==> src/rtl/y_out_collect.sv <==
// Output collector for the fp16 y adder: FWFT buffer with a credit guard on the
// non-stallable adder, re-emitting results over valid/ready with (h, p, last) tags.
//
// state    | meaning
// ST_FLUSH | post-reset drain of stale adder results, no credit
// ST_RUN   | normal operation, credit from inflight + count
module y_out_collect #(
  parameter int DW      = 16,
  parameter int ADD_LAT = 11,
  parameter int DEPTH   = 32,
  parameter int H       = 24,
  parameter int P       = 64,
  localparam int HW     = (H > 1) ? $clog2(H) : 1,
  localparam int PW     = (P > 1) ? $clog2(P) : 1
) (
  input  logic          clk,
  input  logic          rstn,
  input  logic          issue_i,
  output logic          credit_o,
  input  logic          valid_i,
  input  logic [DW-1:0] y_i,
  output logic          m_valid_o,
  output logic [DW-1:0] m_data_o,
  output logic [HW-1:0] m_h_o,
  output logic [PW-1:0] m_p_o,
  output logic          m_last_o,
  input  logic          m_ready_i,
  output logic          err_o
);

  localparam logic [0:0] ST_FLUSH = 1'b0;
  localparam logic [0:0] ST_RUN   = 1'b1;

  localparam int AW = $clog2(DEPTH);
  localparam int IW = AW + 2;
  localparam int FW = $clog2(ADD_LAT + 1) + 1;

  logic [0:0]    state_q, state_d;
  logic [FW-1:0] flush_q, flush_d;
  logic [IW-1:0] infl_q, infl_d;
  logic [AW:0]   count_q, count_d;
  logic [AW-1:0] rd_q, rd_d, wr_q, wr_d;
  logic [HW-1:0] h_q, h_d;
  logic [PW-1:0] p_q, p_d;
  logic          err_q, err_d;
  logic [DW-1:0] mem_q [DEPTH];

  logic          run, rd_en, wr_en;
  logic [IW:0]   occ;

  assign run   = (state_q == ST_RUN);
  assign occ   = {1'b0, infl_q} + {{(IW - AW){1'b0}}, count_q};
  assign rd_en = (count_q != '0) && m_ready_i;
  // A full FIFO still accepts a write when the head leaves in the same cycle.
  assign wr_en = run && valid_i && ((count_q < (AW + 1)'(DEPTH)) || rd_en);

  always_comb begin
    state_d = state_q;
    flush_d = flush_q;
    infl_d  = infl_q;
    count_d = count_q;
    rd_d    = rd_q;
    wr_d    = wr_q;
    h_d     = h_q;
    p_d     = p_q;
    err_d   = err_q;

    case (state_q)
      ST_FLUSH: begin
        if (flush_q == FW'(ADD_LAT)) state_d = ST_RUN;
        flush_d = flush_q + 1'b1;
        if (issue_i) err_d = 1'b1;
      end
      ST_RUN: begin
        if (issue_i && !credit_o)           err_d = 1'b1;
        if (valid_i && (infl_q == '0))      err_d = 1'b1;
        if (valid_i && !wr_en)              err_d = 1'b1;
        if (issue_i && !valid_i && (infl_q != {IW{1'b1}}))
          infl_d = infl_q + 1'b1;
        else if (valid_i && !issue_i && (infl_q != '0))
          infl_d = infl_q - 1'b1;
      end
      default: state_d = ST_FLUSH;
    endcase

    if (wr_en) wr_d = wr_q + 1'b1;
    if (rd_en) rd_d = rd_q + 1'b1;
    if (wr_en && !rd_en)      count_d = count_q + 1'b1;
    else if (rd_en && !wr_en) count_d = count_q - 1'b1;

    if (rd_en) begin
      if (p_q == PW'(P - 1)) begin
        p_d = '0;
        h_d = (h_q == HW'(H - 1)) ? '0 : h_q + 1'b1;
      end else begin
        p_d = p_q + 1'b1;
      end
    end
  end

  always_ff @(posedge clk or negedge rstn) begin
    if (!rstn) begin
      state_q <= ST_FLUSH;
      flush_q <= '0;
      infl_q  <= '0;
      count_q <= '0;
      rd_q    <= '0;
      wr_q    <= '0;
      h_q     <= '0;
      p_q     <= '0;
      err_q   <= 1'b0;
    end else begin
      state_q <= state_d;
      flush_q <= flush_d;
      infl_q  <= infl_d;
      count_q <= count_d;
      rd_q    <= rd_d;
      wr_q    <= wr_d;
      h_q     <= h_d;
      p_q     <= p_d;
      err_q   <= err_d;
    end
  end

  always_ff @(posedge clk) begin
    if (wr_en) mem_q[wr_q] <= y_i;
  end

  assign credit_o  = run && (occ < (IW + 1)'(DEPTH));
  assign m_valid_o = (count_q != '0);
  assign m_data_o  = mem_q[rd_q];
  assign m_h_o     = h_q;
  assign m_p_o     = p_q;
  assign m_last_o  = m_valid_o && (h_q == HW'(H - 1)) && (p_q == PW'(P - 1));
  assign err_o     = err_q;

endmodule

==> config.mk <==
export PLATFORM = sky130hd
export DESIGN_NAME = y_out_collect
export DESIGN_NICKNAME = d
export VERILOG_FILES = /design/src/rtl/y_out_collect.sv
export SDC_FILE = /design/constraint.sdc
export NUM_CORES = 1
export LEC_CHECK = 0
export ABC_AREA = 1
export BUFFER_PORTS_ARGS = -buffer_cell sky130_fd_sc_hd__buf_2
export CAP_MARGIN = 0
export CORE_UTILIZATION = 40
export DETAILED_ROUTE_END_ITERATION = 10
export PLACE_DENSITY = 0.63
export SYNTH_ARGS = -nofsm -noshare
export SYNTH_HDL_FRONTEND = slang
export SYNTH_SLANG_ARGS = --single-unit
==> constraint.sdc <==
create_clock -name clk -period 4.6 [get_ports clk]
set_clock_uncertainty 0.15 [all_clocks]
set_input_delay 0.92 -clock clk [delete_from_list [all_inputs] [get_ports clk]]
set_output_delay 0.92 -clock clk [all_outputs]
set_load 0.02 [all_outputs]
==> flow_summary.toml <==
[status]
outcome = "complete, no violations"

[power_and_ir_drop]
sw_frac_of_total_pct = 38.09
p_clk_share_pct = 27.8
p_per_area_nw_per_um2 = 632.8
peakVddDrop_uv = 456.8
switchingPower_mw = 6.356
pwr-share-seq_pct = 36.7
total_leakage_power_nw = 10.07
p_int_mw = 10.33
combinationalPowerShare_pct = 35.5

[sta]
layout_min_cycle_time_ns = 3.966
worst_slack_ns = 0.6340
worst_pin_slew_ns = 1.191
rsz0062_at_grt = "false"
fmax_ghz = 0.2521
final-max-slew-violation-count = 0
finalHoldViolCount = 0
setup_violations = 0
final.period_utilization_pct = 86.22
maxSlewHeadroom_pct = 20.53
tns_ns = 0

[clocking]
cts_hold_buf = 0
cts_setup_buffers = 0
cts_tree = "yes"
worstSkewPairLatency_ns = 0.61
h-tree-depth = 2
clk_path_buf_depth = 3
cts_root_buffer = "clkbuf_16"
cts_sinks = 553
clk_pin_slew_ns = 0.06
post_cts_resize_count = 0
cts_made_buffers = 57

[global_route]
gr-total-overflow = 0
grt_antenna_before_repair = 3
grt_pass1_wl_um = 87920
grt_pass1_vias = 14840
grt_max_degree = 140
grt_use_total_pct = 19.18

[yosys]
synth_top_area_share_pct = 65.43
synth.distinct_cells = 36
syn_nets = 2127
synthTopCellsByArea = "edfxtp_1, nand2_1, nand3_1"
ys_ff_latch = 553
yosys.area.top_type = "edfxtp_1"
yosys_warnings = 0
synth_cells = 2081
ys_seq_area_share_pct = 69.80
netlist_area_um2 = 23500
syn_avg_cell_area_um2 = 11.29

[floorplan]
die_x_um = 244.4
start_util_pct = 40.57
die_area_um2 = 59720
placementRows = 88
die_h_um = 244.4
io_pins = 52
design.core.area_um2 = 57920

[setup_path]
rrSetupSlack_ns = 1.61
cp_max_fo = 56
critPathArrivalTime_ns = 2.90
worstSetupStartpointType = "register"
critPathLaunch = "rd_q[0]"
crit_required_ns = 3.53
cp-end-kind = "primary output"
critPathKind = "register to primary output"
crit_end = "m_data_o[12]"
reg2reg_to = "mem_q[25][7]"
r2r_cells = 8
r2r-start = "count_q[5]"

[layout]
post-route-util_pct = 45.53
layout_common_cells = "nand2_1, edfxtp_1, nand3_1"
syn2layout_area_growth_pct = 12.23
nets = 2178
mostFrequentLayoutCell = "nand2_1"
layout-drive-gt1-share_pct = 10.14
multi_input_area_um2 = 6183
seqCellArea_um2 = 16410
nFillCells = 5268
antenna_cells = 0

[route]
vias_per_cell = 5.213
drc = 0
antenna_left = 0
vias = 15350
routed_wirelength_um = 56710
wl_per_cell_um = 19.26
dr.pass1.iters = 5
drtIter0Drc = 1547

[placed_design]
place_congestion = 0.8106
place_ws_ns = 1.286
port_buffers = 51
place_hpwl_um = 31960

[worst_hold_path]
hold_class = "register to register"

[job]
cap_violations = 0
## per-stage QoR
step | total power [mW] | hold slack [ns] | cell area, um2 | cells
6_report | 16.69 | 0.3242 | 26370 | 2944
5_1_grt | 17.68 | 0.3443 | 26370 | 2944
4_1_cts | 16.76 | 0.3215 | 26370 | 2944
3_5_place_dp | 12.12 | 0.3073 | 24490 | 2838
3_3_place_gp | 12.05 | 0.2989 | 24490 | 2838
2_1_floorplan | 10.49 | 0.2865 | 23500 | 2081
## synth_stat cells, drive strengths merged
library cell  number
a21o               1
edfxtp           512
nand3            411
nand2            814
xor2              13
nand4              9
clkbuf             7
a21oi             10
dfrtp             41
o22a               1
inv               42
ha                23
o21ai             14
nor3               5
o21bai             1
fa                 2
xnor2              9
nor3b              2
clkinv             1
buf              107
nor2              53
or2                1
nand3b             1
o31ai              1
## registers in the layout (all words and copies together), names as in the netlist
| signal | cells |
|---|---|
| count_q | 6 |
| err_o | 1 |
| flush_q | 5 |
| infl_q | 7 |
| m_h_o | 5 |
| m_p_o | 6 |
| mem_q | 512 |
| rd_q | 5 |
| run | 1 |
| wr_q | 5 |
## layout make-up
type	count	area share, %
multi-input cells	1371	23.45
repair buffers	106	2.913
clock buffers	71	5.765
inverters	43	0.6500
flip-flops and latches	553	62.22
clock inverters	35	1.371
well taps	765	3.630
## metal layers
layer  GRT usage (%)  part of all wire (%)
met2           30.68                    47
met1           26.34                    43
met4           5.882                   2.8
met3           3.841                   7.5
met5               0                     0
## logic make-up after synthesis
group	synth area share [%]
and+or+nand+nor	23.29
DFF	69.80
buffers and inverters	4.004
AOI/OAI and AO/OA	0.6603
adders and majority gates	1.395
xor gates and xnor gates	0.8520
## worst max-delay path, cell delays in order, from the launching register on
cell and delay (ns):
dfrtp_4 0.60, inv_8 0.31, buf_4 0.44, nand2_1 0.12, nand3_1 0.10, nand3_1 0.12
nand2_1 0.10, nand2_1 0.05, nand2_1 0.12, nand2_1 0.07, nand2_1 0.07, buf_2 0.16
## worst min path at each step
| stage | startpoint | to | slack (ns) | depth (start not counted) |
|---|---|---|---|---|
| 3_3_place_gp | err_o | err_o | 0.30 | 2 |
| 3_5_place_dp | flush_q[4] | flush_q[4] | 0.31 | 1 |
| 2_1_floorplan | flush_q[4] | flush_q[4] | 0.29 | 1 |
| 5_1_grt | err_o | err_o | 0.34 | 2 |
| 6_report | err_o | err_o | 0.32 | 2 |
| 4_1_cts | flush_q[4] | flush_q[4] | 0.32 | 1 |
## power groups by stage
stage | clock [mW] | sequential [mW] | combinational (mW)
2_1_floorplan | 0 | 6.15 | 4.35
3_3_place_gp | 0 | 6.22 | 5.83
3_5_place_dp | 0 | 6.23 | 5.89
6_report | 4.64 | 6.13 | 5.92
4_1_cts | 4.72 | 6.13 | 5.91
5_1_grt | 4.91 | 6.17 | 6.60
Note: power is estimated with default switching activity, not from simulation.
